**src/rtl/noc_axi4_bridge_req_arb.sv**
```systemverilog
// Two-requester arbiter feeding an AXI4 request engine; tracks in-flight requests up to MAX_OUTSTANDING.
// Optional build macro NOC_AXI4_BRIDGE_REQ_ARB_STRICT_PRIO_EN: requester 0 wins every tie instead of round-robin.
`ifndef MSG_HEADER_WIDTH
`define MSG_HEADER_WIDTH 16
`endif
`ifndef AXI4_DATA_WIDTH
`define AXI4_DATA_WIDTH 32
`endif

module noc_axi4_bridge_req_arb #(
    parameter int MAX_OUTSTANDING = 4
) (
    input  logic                         clk_i,
    input  logic                         rst_n_i,
    input  logic [`MSG_HEADER_WIDTH-1:0] in0_header_i,
    input  logic [`AXI4_DATA_WIDTH-1:0]  in0_data_i,
    input  logic                         in0_val_i,
    output logic                         in0_rdy_o,
    input  logic [`MSG_HEADER_WIDTH-1:0] in1_header_i,
    input  logic [`AXI4_DATA_WIDTH-1:0]  in1_data_i,
    input  logic                         in1_val_i,
    output logic                         in1_rdy_o,
    output logic [`MSG_HEADER_WIDTH-1:0] out_header_o,
    output logic [`AXI4_DATA_WIDTH-1:0]  out_data_o,
    output logic                         out_src_o,
    output logic                         out_val_o,
    input  logic                         out_rdy_i,
    input  logic                         resp_done_i,
    output logic [3:0]                   outstanding_o,
    output logic                         err_underflow_o
);

    if (MAX_OUTSTANDING < 1 || MAX_OUTSTANDING > 15) begin : g_bad_param
        $error("MAX_OUTSTANDING must be in 1..15");
    end

    localparam logic [3:0] MAX_OUT = 4'(MAX_OUTSTANDING);

    typedef enum logic {
        ST_ARB   = 1'b0,
        ST_GRANT = 1'b1
    } state_e;

    state_e     state_q, state_d;
    logic       sel_q, sel_d;
    logic       rr_q, rr_d;
    logic [3:0] outst_q, outst_d;
    logic       err_q, err_d;
    logic       arb_en_q;
    logic       winner;
    logic       handshake;

    // Reset release is re-timed by one flop so the first grant can only be
    // latched on the second edge after rst_n_i rises.
    always_ff @(posedge clk_i or negedge rst_n_i) begin
        if (!rst_n_i) begin
            arb_en_q <= 1'b0;
        end else begin
            arb_en_q <= 1'b1;
        end
    end

    always_comb begin
        winner = in1_val_i;
        if (in0_val_i && in1_val_i) begin
`ifdef NOC_AXI4_BRIDGE_REQ_ARB_STRICT_PRIO_EN
            winner = 1'b0;
`else
            winner = ~rr_q;
`endif
        end
    end

    assign handshake = (state_q == ST_GRANT) && out_rdy_i;

    always_comb begin
        state_d = state_q;
        sel_d   = sel_q;
        rr_d    = rr_q;
        outst_d = outst_q;
        err_d   = err_q;

        case (state_q)
            ST_ARB: begin
                if (arb_en_q && (in0_val_i || in1_val_i) && (outst_q < MAX_OUT)) begin
                    sel_d   = winner;
                    state_d = ST_GRANT;
                end
            end
            ST_GRANT: begin
                if (out_rdy_i) begin
                    state_d = ST_ARB;
`ifndef NOC_AXI4_BRIDGE_REQ_ARB_STRICT_PRIO_EN
                    rr_d    = sel_q;
`endif
                end
            end
            default: state_d = ST_ARB;
        endcase

        // A completion that coincides with a new acceptance cancels out.
        if (arb_en_q) begin
            if (handshake && !resp_done_i) begin
                outst_d = outst_q + 4'd1;
            end else if (!handshake && resp_done_i) begin
                if (outst_q == 4'd0) begin
                    err_d = 1'b1;
                end else begin
                    outst_d = outst_q - 4'd1;
                end
            end
        end
    end

    always_ff @(posedge clk_i or negedge rst_n_i) begin
        if (!rst_n_i) begin
            state_q <= ST_ARB;
            sel_q   <= 1'b0;
            rr_q    <= 1'b1;
            outst_q <= 4'd0;
            err_q   <= 1'b0;
        end else begin
            state_q <= state_d;
            sel_q   <= sel_d;
            rr_q    <= rr_d;
            outst_q <= outst_d;
            err_q   <= err_d;
        end
    end

    assign out_val_o       = (state_q == ST_GRANT);
    assign out_src_o       = sel_q;
    assign outstanding_o   = outst_q;
    assign err_underflow_o = err_q;
    assign in0_rdy_o       = handshake && !sel_q;
    assign in1_rdy_o       = handshake && sel_q;

    always_comb begin
        out_header_o = '0;
        out_data_o   = '0;
        if (state_q == ST_GRANT) begin
            out_header_o = sel_q ? in1_header_i : in0_header_i;
            out_data_o   = sel_q ? in1_data_i   : in0_data_i;
        end
    end

endmodule

```
**config.mk**
```make
export PLATFORM = sky130hd
export DESIGN_NAME = noc_axi4_bridge_req_arb
export DESIGN_NICKNAME = d
export VERILOG_FILES = /design/src/rtl/noc_axi4_bridge_req_arb.sv
export SDC_FILE = /design/constraint.sdc
export NUM_CORES = 1
export LEC_CHECK = 0
export CAP_MARGIN = 5
export CORE_ASPECT_RATIO = 0.6
export CORE_MARGIN = 1
export CORE_UTILIZATION = 26
export DETAILED_ROUTE_END_ITERATION = 10
export PLACE_DENSITY_LB_ADDON = 0.08
export SYNTH_ARGS = -nofsm -noshare
export SYNTH_HDL_FRONTEND = slang
export SYNTH_SLANG_ARGS = --single-unit
```
**constraint.sdc**
```tcl
create_clock -name clk_i -period 1.95 [get_ports clk_i]
set_input_delay 0.39 -clock clk_i [delete_from_list [all_inputs] [get_ports clk_i]]
set_output_delay 0.39 -clock clk_i [all_outputs]
set_load 0.05 [all_outputs]
```
==> metrics.cfg <==
[cts]
insertion_delay_ps = 240
cts-buffers-inserted = 3
cts.clk_slew.worst_paths_ps = 50
htreeDepth = 1
cts_sinks = 9
hold_buffers = 0
ctsLongestPathBuffers = 2
cts-root-buf = clkbuf_8
cts_tree = done

[critical_path]
startpoint = resp_done_i
slowest_delay_ps = 470
crit_required_ps = 2110
r2r-end = outstanding_o[3]
cp-endpoint = outstanding_o[3]
cp_slowest_cell = clkdlybuf4s50_1
crit_path_start_kind = input pin
r2r-start = out_val_o
ff2ff_setup_slack_ps = 270
cp_data_arrival_time_ps = 2030
path_cells = clkdlybuf4s50_1, inv_1, ha_4, inv_1, ha_4, nand3b_1, a21oi_2, nor4_4, xor2_1
cp_max_fo = 4
worstSetupPathType = in2reg
end_kind = register
r2r_cells = 9

[grt]
grt_max_degree = 25
antenna_found_initial = 0
grt_pass1_vias = 1687
grt_usage_pct = 20.2
grt_first_pass_wirelength_um = 8240
gr-total-overflow = 0

[detailed_routing]
avgViaCountPerCell = 4.62
drt_iter0_markers = 34
drt-total-wl_um = 5420
via_count = 1808
antenna_left = 0
drc_errors = 0
dr.pass1.iters = 4
wire_per_inst_um = 13.9

[placement]
gp_congestion = 0.790
placed_area_um2 = 3490
hpwl_um = 4520
pre_cts_ws_ps = -329
io_buffers = 158

[sta]
setup-violations-final = 0
fmax_mhz = 534
whs_ps = 458
drv_slew = 0
timing.final.ws_setup_ps = 75.9
min_period_ps = 1870
hold_viol_final = 0
finalClockSkew_ps = 2.26
fin_crit_sh_pct = 96.1

[cells_and_area]
postLayoutCellArea_um2 = 3590
drive_above_1_share_pct = 43.0
area_growth_pct = 184
antenna_cells = 0
final_nets = 436
postLayoutCoreUtil_pct = 77.9

[pwr]
seqPwrFrac_pct = 8.5
p_sw_share_pct = 54.5
leakage_nw = 1.49
ir_drop_v = 0.000777
p_comb_share_pct = 86.9
power.density_nw_per_um2 = 1370
power.switching_mw = 2.69
power_frac_clock_pct = 4.6
internal-power_mw = 2.24

[logic_synthesis]
ys_ff_latch = 9
synth_seq_area_share_pct = 17.9
synth_area_per_cell_um2 = 7.84
syn_area_um2 = 1260
yosys_warnings = 0
synthDistinctLibCells = 30
syn-num-nets = 268
synthCells = 161

[floorplanning]
start_util_pct = 27.4
core_um2 = 4610
io_pins = 159
die_w_um = 92.0
num_rows = 19
dieHeight_um = 56.0
dieArea_um2 = 5150

[job]
cap_violations = 0

[status]
status = finished clean

[min_path]
hp-class = in2async

-- how the worst min path moves through the flow --
| stage | depth (start not counted) | endpoint | slack, ps | from |
|---|---|---|---|---|
| after floorplan | 0 | arb_en_q | 90 | rst_n_i |
| after global placement | 1 | err_underflow_o | 450 | err_underflow_o |
| after detailed placement | 1 | err_underflow_o | 460 | err_underflow_o |
| after CTS | 1 | err_underflow_o | 470 | rst_n_i |
| after global routing | 1 | err_underflow_o | 490 | rst_n_i |
| final | 1 | err_underflow_o | 460 | rst_n_i |
-- sequential cells by signal (all words and copies together) (netlist names) --
register,flops
rr_q,1
arb_en_q,1
err_underflow_o,1
out_val_o,1
outstanding_o,4
out_src_o,1
-- kinds of logic (layout without fill, tap and decap cells) --
family	count (synthesis)	after routing	share of synthesized area, %
other	1	1	0.297
AOI/OAI and AO/OA	11	11	6.54
adders and majority gates	5	5	4.96
and+or+nand+nor	63	63	22.1
buffers and inverters	19	186	6.44
xor gates and xnor gates	4	4	2.78
muxes	49	49	38.9
DFF	9	9	17.9
-- through the flow --
| stage | total power [mW] | std cells | TNS, ps |
|---|---|---|---|
| finish | 4.93 | 391 | 0 |
| global route | 5.16 | 391 | -18.3 |
| CTS | 4.88 | 388 | 0 |
| detailed placement | 4.62 | 384 | -655 |
| global placement | 4.57 | 384 | -471 |
| floorplan | 3.14 | 161 | -1740 |
-- layer usage --
metal	track usage (%)	up-vias	wire length, um
met1	22.9	834	2040
met2	38.5	84	2920
li1	-	886	-
met3	5.33	4	435
met4	3.35	0	28
met5	0	-	0
-- area by class of cell --
| class | count | area, um^2 |
|---|---|---|
| multi-input combinational | 133 | 1310 |
| tap | 63 | 78.8 |
| clock buffer | 4 | 45.0 |
| sequential | 9 | 229 |
| fill | 338 | 1020 |
| inverter | 7 | 28.8 |
| timing repair buffer | 175 | 1900 |
-- worst max-delay path, delay by kind of cell --
family	cells	cell delay, ps
AOI/OAI and AO/OA	1	80
and+or+nand+nor	2	380
adders and majority gates	2	380
xor gates and xnor gates	1	160
buffers and inverters	3	640
-- synth_stat cells --
cell       instances  area share [%]
xnor2_1            2             1.4
and3_1             1            0.50
nand2b_1           2            0.99
buf_4              1            0.59
nor4_1             1            0.50
nor4_2             1            0.99
a21o_1             1            0.59
inv_1              7             2.1
dfrtp_1            8              16
buf_2              5             2.0
nor4b_1            1            0.69
buf_1              1            0.30
o21ai_0            2            0.79
a21oi_1            4             1.6
nor3_2             1            0.79
nand2_1            4             1.2
mux2i_1           48              38
clkbuf_1           5             1.5
dfstp_2            1             2.1
mux2_1             1            0.89
a31o_2             1            0.69
xor2_1             2             1.4
a211o_4            1             1.4
nor2b_1            2            0.99
nor2_1            48              14
conb_1             1            0.30
a32o_1             1            0.79
o2111ai_1          1            0.69
ha_1               5             5.0
nand3b_1           2             1.2
-- what timing repair did --
action,CTS,global route
buffers inserted,0,3
gates cloned,0,0
pin swaps,1,4
setup endpoints to repair,1,29
gates resized for setup,2,6
-- power by group through the flow --
stage	Sequential (mW)	Clock [mW]	Combinational, mW
6_report	0.419	0.226	4.28
5_1_grt	0.439	0.239	4.48
4_1_cts	0.425	0.230	4.22
3_5_place_dp	0.421	0	4.20
3_3_place_gp	0.423	0	4.15
2_1_floorplan	0.607	0	2.54
-- placed cells by master (no fill, tap or decap), types with 3 or more instances in the layout --
cell             instances
inv_1                    5
buf_12                  26
nand2_1                  3
nor2_4                  36
nor2_2                  11
mux2i_1                 47
buf_4                   47
clkbuf_8                 3
clkdlybuf4s50_1        101
dfrtp_1                  6
Power figures use the tool's default switching activity.
